===== src/rtl/reg_fifo_reader_pkg.sv =====
// Shared definitions for the register-based FIFO: default sizing for the
// issue/LSU path instances and a constant clog2 used to size pointers/counts.
package reg_fifo_reader_pkg;

  localparam int DEF_WIDTH    = 32;
  localparam int DEF_DEPTH    = 4;
  localparam int DEF_AFULL_TH = 3;

  // Ceiling log2, evaluated at elaboration; clog2(1) = 0.
  function automatic int clog2(input int value);
    int result;
    int v;
    result = 0;
    v      = value - 1;
    while (v > 0) begin
      result = result + 1;
      v      = v >> 1;
    end
    return result;
  endfunction

endpackage


===== src/rtl/reg_fifo_reader_if.sv =====
// Push/pop/status bundle between the FIFO and its producer/consumer.
// master = the side driving pushes and pops, slave = the FIFO itself.
interface reg_fifo_reader_if
  import reg_fifo_reader_pkg::*;
#(
  parameter int WIDTH = DEF_WIDTH,
  parameter int DEPTH = DEF_DEPTH
);

  localparam int CNT_W = clog2(DEPTH + 1);

  logic             wr_en;
  logic [WIDTH-1:0] wr_data;
  logic             rd_pop;
  logic             rd_valid;
  logic [WIDTH-1:0] rd_data;
  logic             full;
  logic             almost_full;
  logic [CNT_W-1:0] count;
  logic             ovf_err;
  logic             unf_err;
  logic             err_clr;

  modport master (
    output wr_en, wr_data, rd_pop, err_clr,
    input  rd_valid, rd_data, full, almost_full, count, ovf_err, unf_err
  );

  modport slave (
    input  wr_en, wr_data, rd_pop, err_clr,
    output rd_valid, rd_data, full, almost_full, count, ovf_err, unf_err
  );

endinterface


===== src/rtl/reg_fifo_reader_ptr.sv =====
// Circular pointer for the FIFO. Wraps with an explicit compare so DEPTH
// does not have to be a power of two.
module reg_fifo_ptr
  import reg_fifo_reader_pkg::*;
#(
  parameter int DEPTH = DEF_DEPTH
) (
  input  logic                    clk,
  input  logic                    rst,
  input  logic                    inc,
  output logic [clog2(DEPTH)-1:0] ptr
);

  localparam int PTR_W = clog2(DEPTH);

  // Advance on inc, returning to 0 after the last entry.
  always_ff @(posedge clk or posedge rst) begin
    if (rst) begin
      ptr <= '0;
    end else if (inc) begin
      ptr <= (ptr == PTR_W'(DEPTH - 1)) ? '0 : ptr + PTR_W'(1);
    end
  end

endmodule


===== src/rtl/reg_fifo_reader.sv =====
// Flip-flop FIFO with first-word-fall-through read side. Absorbs back-pressure
// between a register-write stage and its consumer, with sticky overflow and
// underflow flags for dropped pushes and ignored pops.
module reg_fifo_reader
  import reg_fifo_reader_pkg::*;
#(
  parameter int WIDTH    = DEF_WIDTH,
  parameter int DEPTH    = DEF_DEPTH,
  parameter int AFULL_TH = DEF_AFULL_TH
) (
  input logic               clk,
  input logic               rst,
  reg_fifo_reader_if.slave  bus
);

  localparam int PTR_W = clog2(DEPTH);
  localparam int CNT_W = clog2(DEPTH + 1);

  logic [PTR_W-1:0] wr_ptr;
  logic [PTR_W-1:0] rd_ptr;
  logic [CNT_W-1:0] count_reg;
  logic             ovf_reg;
  logic             unf_reg;
  logic             empty;
  logic             full_w;
  logic             push_ok;
  logic             pop_ok;
  logic [WIDTH-1:0] mem [DEPTH];

  assign empty   = (count_reg == '0);
  assign full_w  = (count_reg == CNT_W'(DEPTH));
  assign pop_ok  = bus.rd_pop & ~empty;
  // A push into a full FIFO is fine when the head leaves in the same cycle.
  assign push_ok = bus.wr_en & (~full_w | pop_ok);

  reg_fifo_ptr #(.DEPTH(DEPTH)) u_wr_ptr (
    .clk (clk),
    .rst (rst),
    .inc (push_ok),
    .ptr (wr_ptr)
  );

  reg_fifo_ptr #(.DEPTH(DEPTH)) u_rd_ptr (
    .clk (clk),
    .rst (rst),
    .inc (pop_ok),
    .ptr (rd_ptr)
  );

  // One enabled register per entry; contents are intentionally not reset.
  generate
    for (genvar gi = 0; gi < DEPTH; gi++) begin : g_entry
      logic [WIDTH-1:0] entry_reg;

      // Capture push data when the write pointer selects this entry.
      always_ff @(posedge clk) begin
        if (push_ok && (wr_ptr == PTR_W'(gi))) begin
          entry_reg <= bus.wr_data;
        end
      end

      assign mem[gi] = entry_reg;
    end
  endgenerate

  // Occupancy tracking and sticky error flags (a new error beats err_clr).
  always_ff @(posedge clk or posedge rst) begin
    if (rst) begin
      count_reg <= '0;
      ovf_reg   <= 1'b0;
      unf_reg   <= 1'b0;
    end else begin
      case ({push_ok, pop_ok})
        2'b10:   count_reg <= count_reg + CNT_W'(1);
        2'b01:   count_reg <= count_reg - CNT_W'(1);
        default: count_reg <= count_reg;
      endcase
      ovf_reg <= (bus.wr_en & ~push_ok) | (ovf_reg & ~bus.err_clr);
      unf_reg <= (bus.rd_pop & empty)   | (unf_reg & ~bus.err_clr);
    end
  end

  assign bus.rd_valid    = ~empty;
  assign bus.rd_data     = mem[rd_ptr];
  assign bus.full        = full_w;
  assign bus.almost_full = (count_reg >= CNT_W'(AFULL_TH));
  assign bus.count       = count_reg;
  assign bus.ovf_err     = ovf_reg;
  assign bus.unf_err     = unf_reg;

endmodule


===== src/flat_wrapper.sv =====
// flat-port wrapper written by rule: the top's interface ports become plain ports
module reg_fifo_reader_flat import reg_fifo_reader_pkg::*;
#(
  parameter int WIDTH    = DEF_WIDTH,
  parameter int DEPTH    = DEF_DEPTH,
  parameter int AFULL_TH = DEF_AFULL_TH
)
  (clk, rst, bus_wr_en, bus_wr_data, bus_rd_pop, bus_err_clr, bus_rd_valid, bus_rd_data, bus_full, bus_almost_full, bus_count, bus_ovf_err, bus_unf_err);
  reg_fifo_reader_if #(.WIDTH(WIDTH), .DEPTH(DEPTH)) bus_i ();
  input logic clk;
  input logic rst;
  input wire logic [$bits(bus_i.wr_en)-1:0] bus_wr_en;
  input wire logic [$bits(bus_i.wr_data)-1:0] bus_wr_data;
  input wire logic [$bits(bus_i.rd_pop)-1:0] bus_rd_pop;
  input wire logic [$bits(bus_i.err_clr)-1:0] bus_err_clr;
  output wire logic [$bits(bus_i.rd_valid)-1:0] bus_rd_valid;
  output wire logic [$bits(bus_i.rd_data)-1:0] bus_rd_data;
  output wire logic [$bits(bus_i.full)-1:0] bus_full;
  output wire logic [$bits(bus_i.almost_full)-1:0] bus_almost_full;
  output wire logic [$bits(bus_i.count)-1:0] bus_count;
  output wire logic [$bits(bus_i.ovf_err)-1:0] bus_ovf_err;
  output wire logic [$bits(bus_i.unf_err)-1:0] bus_unf_err;
  assign bus_i.wr_en = bus_wr_en;
  assign bus_i.wr_data = bus_wr_data;
  assign bus_i.rd_pop = bus_rd_pop;
  assign bus_i.err_clr = bus_err_clr;
  assign bus_rd_valid = bus_i.rd_valid;
  assign bus_rd_data = bus_i.rd_data;
  assign bus_full = bus_i.full;
  assign bus_almost_full = bus_i.almost_full;
  assign bus_count = bus_i.count;
  assign bus_ovf_err = bus_i.ovf_err;
  assign bus_unf_err = bus_i.unf_err;
  reg_fifo_reader #(.WIDTH(WIDTH), .DEPTH(DEPTH), .AFULL_TH(AFULL_TH)) u_core (.clk(clk), .rst(rst), .bus(bus_i));
endmodule

===== config.mk =====
export PLATFORM = sky130hd
export DESIGN_NAME = reg_fifo_reader_flat
export DESIGN_NICKNAME = d
export VERILOG_FILES = /design/src/rtl/reg_fifo_reader_pkg.sv /design/src/rtl/reg_fifo_reader_if.sv /design/src/rtl/reg_fifo_reader_ptr.sv /design/src/rtl/reg_fifo_reader.sv /design/src/flat_wrapper.sv
export SDC_FILE = /design/constraint.sdc
export NUM_CORES = 1
export LEC_CHECK = 0
export CAP_MARGIN = 15
export CORE_MARGIN = 4
export CORE_UTILIZATION = 25
export CTS_BUF_LIST = sky130_fd_sc_hd__clkbuf_4
export DETAILED_ROUTE_END_ITERATION = 6
export HOLD_SLACK_MARGIN = 0.12
export PLACE_DENSITY = 0.42
export SYNTH_ARGS = -nofsm -noshare
export SYNTH_HDL_FRONTEND = slang
export SYNTH_SLANG_ARGS = --single-unit
export TNS_END_PERCENT = 100

===== constraint.sdc =====
create_clock -name clk -period 3 [get_ports clk]
set_clock_uncertainty 0.05 [all_clocks]
set_input_delay 0.6 -clock clk [delete_from_list [all_inputs] [get_ports clk]]
set_output_delay 0.6 -clock clk [all_outputs]
set_load 0.005 [all_outputs]

==> results.md <==
* MaxCap Viol Count at 0
* Reg2reg start: u_core.bus.count[0]
* Global route overflow at 0
* Cells after synthesis at 217
* Vias in the first global route at 2690
* CP Launch Point: u_core.u_rd_ptr.ptr[0]
* Finish-stage setup viols at 0
* Ports at 77
* Most frequent cells after synthesis: edfxtp_1 (128), mux4_2 (32), inv_1 (11)
* WL final at 10200 µm
* Drt wl/cell at about 17 µm
* Iter 0 DRT Violations at 116
* Nets at 358
* Worst reg2reg setup slack at 0.64 ns
* FF+latch count, synth at 137
* Top-area cell type share of the netlist area at 74.5%
* Fill count at between 1500 and 2000
* Clk slew on worst S/H paths at 0.10 ns
* RSZ-0062 raised after global routing: no
* RR Endpoint: u_core.bus.count[2]
* Clock Path Buffers at 2
* Post-route DRC at 0
* Reg2reg path depth at 9
* Dpl hpwl at 6470 µm
* Drt first pass iters at 3
* Synth Area in Simple Gates at 1.19%
* Post-route setup TNS at 0 ns
* CP arrival at ~2.2 ns
* Total power draw at 0.00607 W
* Most frequent cell after synthesis: edfxtp_1
* CP endpoint: bus_rd_data[0]
* First-pass GRT wire length at 15800 µm
* Initial core utilization at 25.5%
* Routability-driven placement congestion ratio at 0.672
* Post-synthesis adder-cell area fraction at approximately 1.8%
* Final ANT Viol Nets at 0
* Netlist cell types at 23
* Largest family of logic cells by synthesized area: multiplexers
* Final Core Density at about a third
* CP endpoint kind: output port
* Die Y at 152 µm
* Row count at 52
* Max reg flops at 128
* Mapped Area at 5160 µm²
* Dpl ws at ~0.43 ns
* Port Buffers at 76
* Static leakage at 2.27 nW
* Vias at 2423
* Core area at 20200 µm²
* CTS tree: built
* H-tree depth at 4
* YS warnings at 0
* CP required at 2.35 ns
* Min-Delay Path Class: input port to asynchronous set/reset pin
* Synth async-reset ratio at 6.57%
* Outcome: completed
* Mean Syn Cell Area at 23.8 µm²
* Seq/Total Area, Yosys at between 70 and 80%
* CP Launch Type: flip-flop
* Area grow syn2layout at 29.7%
* Clock Latency Late Sink at 0.52 ns
* Slew headroom at 73.5%
* Critical path class: flip-flop to output port
* Maximum clock rate at between 0.3 and 0.4 GHz
* Slew Limit Fails at 0
* GRT Total Usage at 9.66%
* Post-synthesis compound-gate area fraction at 0.825%
* Yosys top cell by area: edfxtp_1
* Num CTS Buffers at 17
* Initial antenna violation count at 1
* Drt via density at 4.07
* Pwr dens at 907 nW/µm²
* Root buf cell: clkbuf_4
* Die span in x at 152 µm
* Fin crit share at 95.7%
* Final setup margin at 0.128 ns
* Synth Area in XOR/XNOR at less than 1%
* Die ar. at approximately 23000 µm²
* Final hold violation count at 0
* Ys flop type: edfxtp_1
* EDFF count, synth at 128
* Largest net degree at the start of global routing at 23
* Post-route minimum period at between 2 and 3 ns
* Ant. Diodes at 0
* Net Count, Synth at 261
* Slew @ Worst Pin at 0.398 ns
* Crit path max fanout at 10
* Synth top area cells: edfxtp_1 (75%), mux4_2 (14%), dfrtp_1 (4.4%)
* Mux share of post-synthesis cell area at 15.2%
* Worst vdd ir at 0.314 mV
* Hold WS at between 0.3 and 0.4 ns
* Layout cell share with drive strength beyond 1 at between 20% and 30%
* CTS sink count at 137
[layout make-up]
class	instances	area, µm²	share of cell area, %
Clock buffer	19	143	2.13
Timing Repair Buffer	86	953	14.2
Tap cell	270	338	5.05
Multi-Input combinational cell	61	1010	15.1
Sequential cell	137	4080	60.9
Clock inverter	11	131	1.96
Inverter	11	41.3	0.617
[where the power goes]
group / internal (W) / leakage (nW) / switching (W) / total [W]
combinational: 0.00131 / 0.838 / 0.000864 / 0.00218
clock: 0.000574 / 0.147 / 0.000609 / 0.00118
sequential: 0.00253 / 1.28 / 0.000184 / 0.00271
[worst min-delay path by stage]
stage | start | to | slack, ns
finish | rst | u_core.u_rd_ptr.ptr[1] | 0.31
global route | rst | u_core.u_rd_ptr.ptr[0] | 0.30
CTS | rst | u_core.u_rd_ptr.ptr[1] | 0.26
detailed placement | u_core.bus.unf_err | u_core.bus.unf_err | 0.43
global placement | u_core.bus.unf_err | u_core.bus.unf_err | 0.43
floorplan | rst | u_core.bus.count[0] | 0.38
[repair_timing]
| action | CTS | global route |
|---|---|---|
| gates resized for setup | 2 | 7 |
| hold buffers | 0 | 0 |
| setup buffers | 2 | 0 |
| endpoints found under the hold margin | 0 | 0 |
| endpoints found under the setup margin | 28 | 7 |
[cell usage in the layout (no fill, tap or decap), drive strengths merged, types with 2 or more instances in the layout]
cell / synthesis / routed
clkinv: 0 / 6
bufinv: 0 / 3
mux4: 32 / 32
buf: 5 / 10
clkinvlp: 0 / 2
clkdlybuf4s50: 0 / 69
clkbuf: 3 / 19
and2: 4 / 4
nor2: 3 / 3
mux2: 4 / 4
dfrtp: 9 / 9
edfxtp: 128 / 128
ha: 6 / 6
dlymetal6s2s: 0 / 7
inv: 11 / 11
xor2: 2 / 2
[layer usage]
layer  vias to the layer above  routed length [µm]  track usage [%]
met4                         2                 217             4.31
met5                         -                  20                0
met1                      1252                4410             11.7
met2                        61                4970             15.3
met3                        17                 603             3.78
li1                       1091                   -                -
[cells by family after synthesis]
logic type	Yosys count
AOI/OAI and AO/OA	4
xor gates and xnor gates	3
adders and majority gates	7
buffers and inverters	19
DFF	137
muxes	37
and+or+nand+nor	10
[through the flow]
| step | instances | area, µm² |
|---|---|---|
| after global routing | 595 | 6690 |
| after global placement | 563 | 6380 |
| after floorplan | 217 | 5160 |
| after CTS | 595 | 6670 |
| after detailed placement | 563 | 6380 |
| final | 595 | 6690 |
[worst max-delay path, cell delays in order, from the launching register on]
cell	delay (ns)
dfrtp_4	0.53
buf_12	0.18
mux4_2	0.53
clkdlybuf4s50_1	0.46
Note: power is estimated with default switching activity, not from simulation.
